File: src/rtl/seq_mul8_engine.sv
// Sequential shift-add multiplier: one partial-product add per clock, WIDTH iterations,
// with level-held start handshake and optional sign-magnitude signed mode.
module seq_mul8_engine #(
  parameter int WIDTH  = 8,
  parameter bit SIGNED = 1'b0
) (
  input  logic               clk,
  input  logic               reset,
  input  logic               mul_start,
  input  logic [2*WIDTH-1:0] mul_ip_BA,
  output logic [2*WIDTH-1:0] mul_op_prod,
  output logic               mul_ready,
  output logic               mul_busy
);

  localparam int CW = $clog2(WIDTH + 1);

  typedef enum logic [1:0] {IDLE, CALC, DONE, WAIT_RELEASE} state_t;

  state_t             state, state_next;
  logic [WIDTH-1:0]   mcand, mplier;
  logic [2*WIDTH-1:0] acc, acc_step, prod_final;
  logic [CW-1:0]      cnt;
  logic               neg_flag;
  logic [WIDTH-1:0]   op_a, op_b, mag_a, mag_b;
  logic [WIDTH:0]     sum;
  logic               last_iter;

  assign op_a      = mul_ip_BA[WIDTH-1:0];
  assign op_b      = mul_ip_BA[2*WIDTH-1:WIDTH];
  assign last_iter = (cnt == CW'(WIDTH - 1));
  assign mul_busy  = (state == CALC) || (state == DONE);

  // Magnitudes are WIDTH-bit unsigned, so the most negative operand maps cleanly to 2^(W-1)
  always_comb begin
    mag_a = op_a;
    mag_b = op_b;
    if (SIGNED && op_a[WIDTH-1]) mag_a = -op_a;
    if (SIGNED && op_b[WIDTH-1]) mag_b = -op_b;
  end

  // Carry out of the upper-half add is shifted back into the accumulator MSB
  always_comb begin
    sum = {1'b0, acc[2*WIDTH-1:WIDTH]} + {1'b0, mcand};
    if (mplier[0]) acc_step = {sum, acc[WIDTH-1:1]};
    else           acc_step = {1'b0, acc[2*WIDTH-1:1]};
    prod_final = neg_flag ? -acc : acc;
  end

  always_comb begin
    state_next = state;
    case (state)
      IDLE:         if (mul_start) state_next = CALC;
      CALC:         if (last_iter) state_next = DONE;
      DONE:         state_next = WAIT_RELEASE;
      WAIT_RELEASE: if (!mul_start) state_next = IDLE;
      default:      state_next = IDLE;
    endcase
  end

  always_ff @(posedge clk) begin
    if (reset) begin
      state       <= IDLE;
      mcand       <= '0;
      mplier      <= '0;
      acc         <= '0;
      cnt         <= '0;
      neg_flag    <= 1'b0;
      mul_op_prod <= '0;
      mul_ready   <= 1'b0;
    end else begin
      state     <= state_next;
      mul_ready <= (state == DONE);
      case (state)
        IDLE: begin
          if (mul_start) begin
            mcand    <= mag_b;
            mplier   <= mag_a;
            neg_flag <= SIGNED ? (op_a[WIDTH-1] ^ op_b[WIDTH-1]) : 1'b0;
            acc      <= '0;
            cnt      <= '0;
          end
        end
        CALC: begin
          acc    <= acc_step;
          mplier <= mplier >> 1;
          cnt    <= cnt + CW'(1);
        end
        DONE:    mul_op_prod <= prod_final;
        default: ;
      endcase
    end
  end

endmodule

File: config.mk
export PLATFORM = sky130hd
export DESIGN_NAME = seq_mul8_engine
export DESIGN_NICKNAME = d
export VERILOG_FILES = /design/src/rtl/seq_mul8_engine.sv
export SDC_FILE = /design/constraint.sdc
export NUM_CORES = 1
export LEC_CHECK = 0
export CORE_MARGIN = 2
export CORE_UTILIZATION = 50
export CTS_BUF_LIST = sky130_fd_sc_hd__clkbuf_8
export DETAILED_ROUTE_END_ITERATION = 6
export PLACE_DENSITY = 0.75
export SYNTH_ARGS = -nofsm -noshare
export SYNTH_HDL_FRONTEND = slang
export SYNTH_SLANG_ARGS = --single-unit
File: constraint.sdc
create_clock -name clk -period 5.9 [get_ports clk]
set_clock_uncertainty 0.15 [all_clocks]
set_input_delay 0.885 -clock clk [delete_from_list [all_inputs] [get_ports clk]]
set_output_delay 0.885 -clock clk [all_outputs]
set_load 0.005 [all_outputs]
==> summary.md, run 1 <==
| Metric | Value |
|---|---|
| Post CTS Setup Buffer Count | `0` |
| CTS tree | `done` |
| Maximum vdd drop | `0.202 mV` |
| R2R setup slack | `3710 ps` |
| Worst-Margin Slew | `967 ps` |
| # IOs | `37` |
| DRT Wirelength | `4620 µm` |
| Clock Tree Root | `clkbuf_8` |
| DRT Pass-1 Iters | `4` |
| Final min period | `2610 ps` |
| CTS resizes | `0` |
| Die area | `5510 µm²` |
| Largest net degree at the start of global routing | `57` |
| Via count | `1926` |
| Critical Path Source Type | `register` |
| Max Fanout on Critical Path | `4` |
| Post-synth top area cell | `dfxtp_1` |
| M1 GR Usage | `25.4%` |
| Maxcap violations | `0` |
| CTS Buf Count | `5` |
| Busiest layer in global routing | `met2` |
| RSZ-0062 raised after global routing | `false` |
| PortBufs | `36` |
| Combinational fraction of design power | `35.9%` |
| Sequential power share | `44.0%` |
| Crit path required time | `4870 ps` |
| Layout cell share with drive strength beyond 1 | `3.68%` |
| Avg Cell Area, Syn | `9.13 µm²` |
| Mapped Cells | `270` |
| Top-area cell type share of the netlist area | `44.7%` |
| GRT met2 Usage | `29.9%` |
| Max-slew headroom | `35.5%` |
| Net Switching | `379 µW` |
| Pwr Total | `1050 µW` |
| Yosys reg bits | `55` |
| RD Place Congestion | `0.817` |
| Ant. Diodes | `0` |
| Async set-or-reset flop fraction in the synthesized netlist | `0%` |
| Setup tns final | `0 ps` |
| DIE HEIGHT | `74.2 µm` |
| Top area cells in the synthesized netlist | `dfxtp_1 (45%), mux2i_1 (11%), nor2_1 (7.2%)` |
| Fillcell total | `421` |
| Net Sw Frac | `36.1%` |
| Pins Over Slew Limit | `0` |
| Number of global-route vias before repair | `1775` |
| H-Tree Depth | `2` |
| Post-synth cell types | `35` |
| Final Hold Vio Count | `0` |
| CTS Sinks | `55` |
| Hold Path Depth | `2` |
| Post-Syn Area | `2460 µm²` |
| Vias per cell | `5.26` |
| Peak Freq | `383 MHz` |
| Overflow after GRT | `0` |
| Clk_lat worst skew | `310 ps` |
| Leading cell types in the layout, fill and taps excluded | `dfxtp_1 (55), nor2_1 (47), clkdlybuf4s50_1 (35)` |
| Commonest non-fill, non-tap cell in the layout | `dfxtp_1` |
| R2R Path End | `acc[8]` |
| DRC Markers | `0` |
| Endpoints failing setup | `0` |
| Initial cell density of the core | `52.2%` |
| First-iteration detailed-routing DRC count | `137` |
| Reg-to-reg startpoint | `state[1]` |
| Hold Path Class | `register to register` |
| Nets | `331` |
| Clock transition at path regs | `100 ps` |
| Status | `finished clean` |
| CTS Hold Bufs | `0` |
| Width of the die | `74.2 µm` |
| Clock Tree Buf Depth | `2` |
| CP Class | `register to primary output` |
| Leak pwr | `0.00109 µW` |
| Wirelength per Cell | `12.6 µm` |
| Internal Pwr Total | `671 µW` |
| Net Count, Synth | `303` |
| Grt met3 use | `2.98%` |
| First-pass GRT wire length | `7960 µm` |
| CP Data Arrival Time | `1580 ps` |
| Hold EP | `mcand[4]` |
| Fin crit share | `44.3%` |
| Cell area power density | `358 nW/µm²` |
| Initial antenna violation count | `0` |
| DPL Wire Length | `3220 µm` |
| Layout area overhead | `18.9%` |
| Antenna viol nets, final | `0` |
| Most used DFF post-synth | `dfxtp_1` |
| Core ar. | `4720 µm²` |
| Clock power frac | `20.1%` |
| Post-synthesis sequential area ratio | `44.7%` |
| Total Routing Usage GR | `18.8%` |
| Post-synth EDFFs | `0` |
| Syn. warnings | `0` |
| Endpoint class of the critical path | `primary output` |
| FP Rows | `25` |
| Worst r2r path cells | `6` |
| Hold Path Origin | `mcand[4]` |
==> flip-flops by register name, summed over array words and instances, names as in the netlist <==
| register | count |
|---|---|
| mul_op_prod | 16 |
| acc | 16 |
| state | 2 |
| mplier | 8 |
| mul_ready | 1 |
| cnt | 4 |
| mcand | 8 |
==> worst max-delay path: stages, from the launching register on <==
cell and delay [ps]:
dfxtp_1 390, inv_1 90, ha_1 300, clkdlybuf4s50_1 490
==> cell type report <==
cell class | count | area [µm²] | area share [%]
multi-input combinational | 193 | 1260 | 43.2
sequential | 55 | 1100 | 37.6
timing repair buffer | 37 | 363 | 12.4
tap | 67 | 83.8 | 2.86
clock buffer | 6 | 82.6 | 2.82
inverter | 6 | 22.5 | 0.769
clock inverter | 2 | 12.5 | 0.427
==> worst max-delay path by stage <==
| stage | to | cells after the start | startpoint |
|---|---|---|---|
| floorplan | acc[12] | 5 | mul_start |
| global placement | acc[14] | 6 | mul_start |
| detailed placement | acc[14] | 6 | mul_start |
| CTS | mul_busy | 3 | state[0] |
| global route | mul_busy | 3 | state[0] |
| finish | mul_busy | 3 | state[0] |
==> per-layer routing <==
layer | part of all wire (%) | vias up
li1 | - | 1000
met1 | 50 | 883
met2 | 45 | 33
met3 | 3.2 | 10
met4 | 2.0 | 0
met5 | 0 | -
==> power groups by stage <==
stage / Combinational, µW / Clock [µW] / Sequential [µW]
6_report: 377 / 211 / 462
5_1_grt: 427 / 232 / 470
4_1_cts: 379 / 219 / 462
3_5_place_dp: 377 / 0 / 471
3_3_place_gp: 370 / 0 / 469
2_1_floorplan: 314 / 0 / 454
==> through the flow <==
step	instances	area, µm²	setup WS [ps]	hold slack (ps)	utilization (%)
after global routing	366	2930	3230	349	62.0
after CTS	366	2930	3270	317	62.0
after detailed placement	358	2840	3290	303	60.0
final	366	2930	3290	315	62.0
after global placement	358	2840	3330	299	60.0
after floorplan	270	2460	3980	291	-
==> logic make-up (layout without fill, tap and decap cells) <==
| logic type | after synthesis | count (layout) | synth area share [%] |
|---|---|---|---|
| AO/OA/AOI/OAI | 61 | 61 | 16.1 |
| flip-flops | 55 | 55 | 44.7 |
| XOR/XNOR | 5 | 5 | 1.78 |
| multiplexers | 27 | 27 | 11.0 |
| buffers and inverters | 22 | 51 | 4.01 |
| adder cells (fa/ha/maj) | 14 | 14 | 7.41 |
| AND/OR/NAND/NOR | 86 | 86 | 15.0 |
==> synthesized netlist by cell type (3+ instances only) <==
library cell / count
dfxtp_1: 55
buf_2: 6
nor2_1: 47
clkbuf_1: 7
o21ai_1: 4
and3_1: 3
ha_1: 13
inv_1: 6
xor2_1: 3
a211oi_1: 9
a22oi_1: 15
nand2_1: 22
mux2i_1: 27
o21ai_0: 4
a21oi_1: 17
No activity file was read; power rests on OpenSTA's default activity.
==> run 2: changes to the inputs <==
PLACE_DENSITY = 0.78   (was 0.75)
clock period = 2.35 ns   (was 5.9 ns; I/O delays follow)
==> run 2 against run 1 <==
  * Critical path depth stayed put
  * Via count grew 1.8%
  * Worst hold slack barely moved
  * Flip-flop and latch count did not move
  * Total power rose to 2.6 times the previous value
  * Final cell count increased by 0.82%
  * Critical endpoint unchanged
  * Highest routed layer unchanged
==> summary.md, run 2 (synthesized netlist as in run 1, its figures left out) <==
| Metric | Value |
|---|---|
| Status | `finished clean (unchanged)` |
| DIE HEIGHT | `74.2 µm (unchanged)` |
| CTS resizes | `0 (unchanged)` |
| Core ar. | `4720 µm² (unchanged)` |
| Post CTS Setup Buffer Count | `0 (unchanged)` |
| Cell area power density | `927 nW/µm² (was 358 nW/µm²)` |
| Pins Over Slew Limit | `0 (unchanged)` |
| Leak pwr | `0.00111 µW (was 0.00109 µW)` |
| Hold Path Class | `register to register (unchanged)` |
| First-iteration detailed-routing DRC count | `109 (was 137)` |
| CP max stage cell | `clkdlybuf4s50_1 (unchanged)` |
| Clock Tree Root | `clkbuf_8 (unchanged)` |
| CTS Hold Bufs | `0 (unchanged)` |
| Final Hold Vio Count | `0 (unchanged)` |
| Peak Freq | `476 MHz` |
| Vias per cell | `5.31 (was 5.26)` |
| Worst-Margin Slew | `982 ps (was 967 ps)` |
| Clock Tree Buf Depth | `2 (unchanged)` |
| Nets | `335 (was 331)` |
| Antenna viol nets, final | `0 (unchanged)` |
| Dpl ws | `277 ps (was 3290 ps)` |
| CP Class | `register to primary output (unchanged)` |
| Setup tns final | `0 ps (unchanged)` |
| DRC Markers | `0 (unchanged)` |
| Endpoint class of the critical path | `primary output (unchanged)` |
| Fin crit share | `89.4%` |
| Clock transition at path regs | `90 ps (was 100 ps)` |
| RSZ-0062 raised after global routing | `false (unchanged)` |
| Maximum vdd drop | `0.442 mV (was 0.202 mV)` |
| Largest net degree at the start of global routing | `31 (was 57)` |
| Overflow after GRT | `0 (unchanged)` |
| H-Tree Depth | `2 (unchanged)` |
| Initial antenna violation count | `0 (unchanged)` |
| CTS tree | `done (unchanged)` |
| Placed insts | `362 (was 358)` |
| Total Routing Usage GR | `19.8% (was 18.8%)` |
| Die area | `5510 µm² (unchanged)` |
| Endpoints failing setup | `0 (unchanged)` |
| Critical Path Source Type | `register (unchanged)` |
| CTS Sinks | `55 (unchanged)` |
| PortBufs | `36 (unchanged)` |
| Fin cells | `369 (was 366)` |
| Fillcell total | `420 (was 421)` |
| # IOs | `37 (unchanged)` |
| Number of global-route vias before repair | `1903 (was 1775)` |
| Leading cell types in the layout, fill and taps excluded | `dfxtp_1 (55), nor2_1 (47), clkdlybuf4s50_1 (35) (unchanged)` |
| DRT Wirelength | `4860 µm (was 4620 µm)` |
| Initial cell density of the core | `52.2% (unchanged)` |
| DRT Pass-1 Iters | `4 (unchanged)` |
| Crit path max-delay family | `buffers and inverters (unchanged)` |
| Via count | `1961 (was 1926)` |
| Crit path largest cell delay | `500 ps (was 490 ps)` |
| Max Fanout on Critical Path | `4 (unchanged)` |
| RD Place Congestion | `0.847 (was 0.817)` |
| Clk_lat worst skew | `310 ps (about the same)` |
| Final worst slack | `248 ps (was 3290 ps)` |
| Post-layout util | `62.8% (was 62.0%)` |
| Maxcap violations | `0 (unchanged)` |
| Final min period | `2100 ps` |
| DPL Wire Length | `3430 µm (was 3220 µm)` |
| CTS Buf Count | `5 (unchanged)` |
| FP Rows | `25 (unchanged)` |
| CP cell instances | `inv_1, ha_1, clkdlybuf4s50_1 (unchanged)` |
| Max-slew headroom | `34.5% (was 35.5%)` |
| Layout cell share with drive strength beyond 1 | `4.64% (was 3.68%)` |
| Ant. Diodes | `0 (unchanged)` |
| Wirelength per Cell | `13.2 µm (was 12.6 µm)` |
| Width of the die | `74.2 µm (unchanged)` |
| Commonest non-fill, non-tap cell in the layout | `dfxtp_1 (unchanged)` |
| Crit path required time | `1850 ps (was 4870 ps)` |
| First-pass GRT wire length | `8420 µm (was 7960 µm)` |
| Layout area overhead | `20.4% (was 18.9%)` |
| Regs by FF count | `acc: 16 flops, mul_op_prod: 16 flops (unchanged)` |
| CP Buf/Inv Count | `2 (unchanged)` |
| CP Data Arrival Time | `1600 ps (was 1580 ps)` |
-- run 2: cell types whose count changed in the layout (fill, tap and decap cells not counted) --
cell,delta
clkbuf_8,-1
buf_4,+4
bufinv_16,+1
clkinv_4,-1
-- run 2: per-stage QoR --
| stage | instance area, µm² | hold slack (ps) | power, µW |
|---|---|---|---|
| final | 2970 | 315 | 2750 |
| after global routing | 2970 | 339 | 2950 |
| after CTS | 2970 | 319 | 2770 |
| after detailed placement | 2870 | 307 | 2180 |
| after global placement | 2870 | 303 | 2140 |
| after floorplan | 2460 | 291 | 1930 |
-- run 2: final timing paths --
path                 start       end  slack [ps]  cells past startpoint
setup / recovery  state[0]  mul_busy         250                      3
hold / removal    mcand[5]  mcand[5]         320                      2
setup reg to reg    acc[9]   acc[12]         270                      6
hold reg to reg   mcand[5]  mcand[5]         320                      2
-- run 2: power by group --
| group | switching, µW | leakage (µW) | internal (µW) | total [µW] |
|---|---|---|---|---|
| Sequential | 105 | 0.000447 | 1060 | 1170 |
| Clock | 289 | 0.0000554 | 308 | 597 |
| Combinational | 582 | 0.000608 | 406 | 988 |
-- run 2: worst register-to-register path: cells and delay by family (launching register included) --
family | cells | cell delay (ps)
DFF | 1 | 430
and+or+nand+nor | 1 | 60
adders and majority gates | 1 | 280
xor gates and xnor gates | 1 | 170
AOI/OAI and AO/OA | 3 | 860
-- run 2: per-layer routing --
layer | track usage (%) | share of wire, % | vias to the layer above
met5 | 0 | 0 | -
met1 | 26.2 | 49 | 918
met3 | 4.34 | 3.2 | 5
met4 | 6.94 | 1.3 | 0
met2 | 31.9 | 47 | 34
li1 | - | - | 1004
-- run 2: area by class of cell --
class | instances | area (µm²) | area share, %
sequential | 55 | 1100 | 37.1
clock inverter | 2 | 33.8 | 1.14
inverter | 6 | 22.5 | 0.759
timing repair buffer | 41 | 393 | 13.2
clock buffer | 5 | 68.8 | 2.32
tap | 67 | 83.8 | 2.82
multi-input combinational | 193 | 1260 | 42.6
==> run 3: changes to the inputs <==
CTS_CLUSTER_SIZE = 10   (was unset)
SKIP_CTS_REPAIR_TIMING = 1   (was unset)
==> results of run 3 <==
No change in the layout: final DEF, timing and power equal those of run 2.
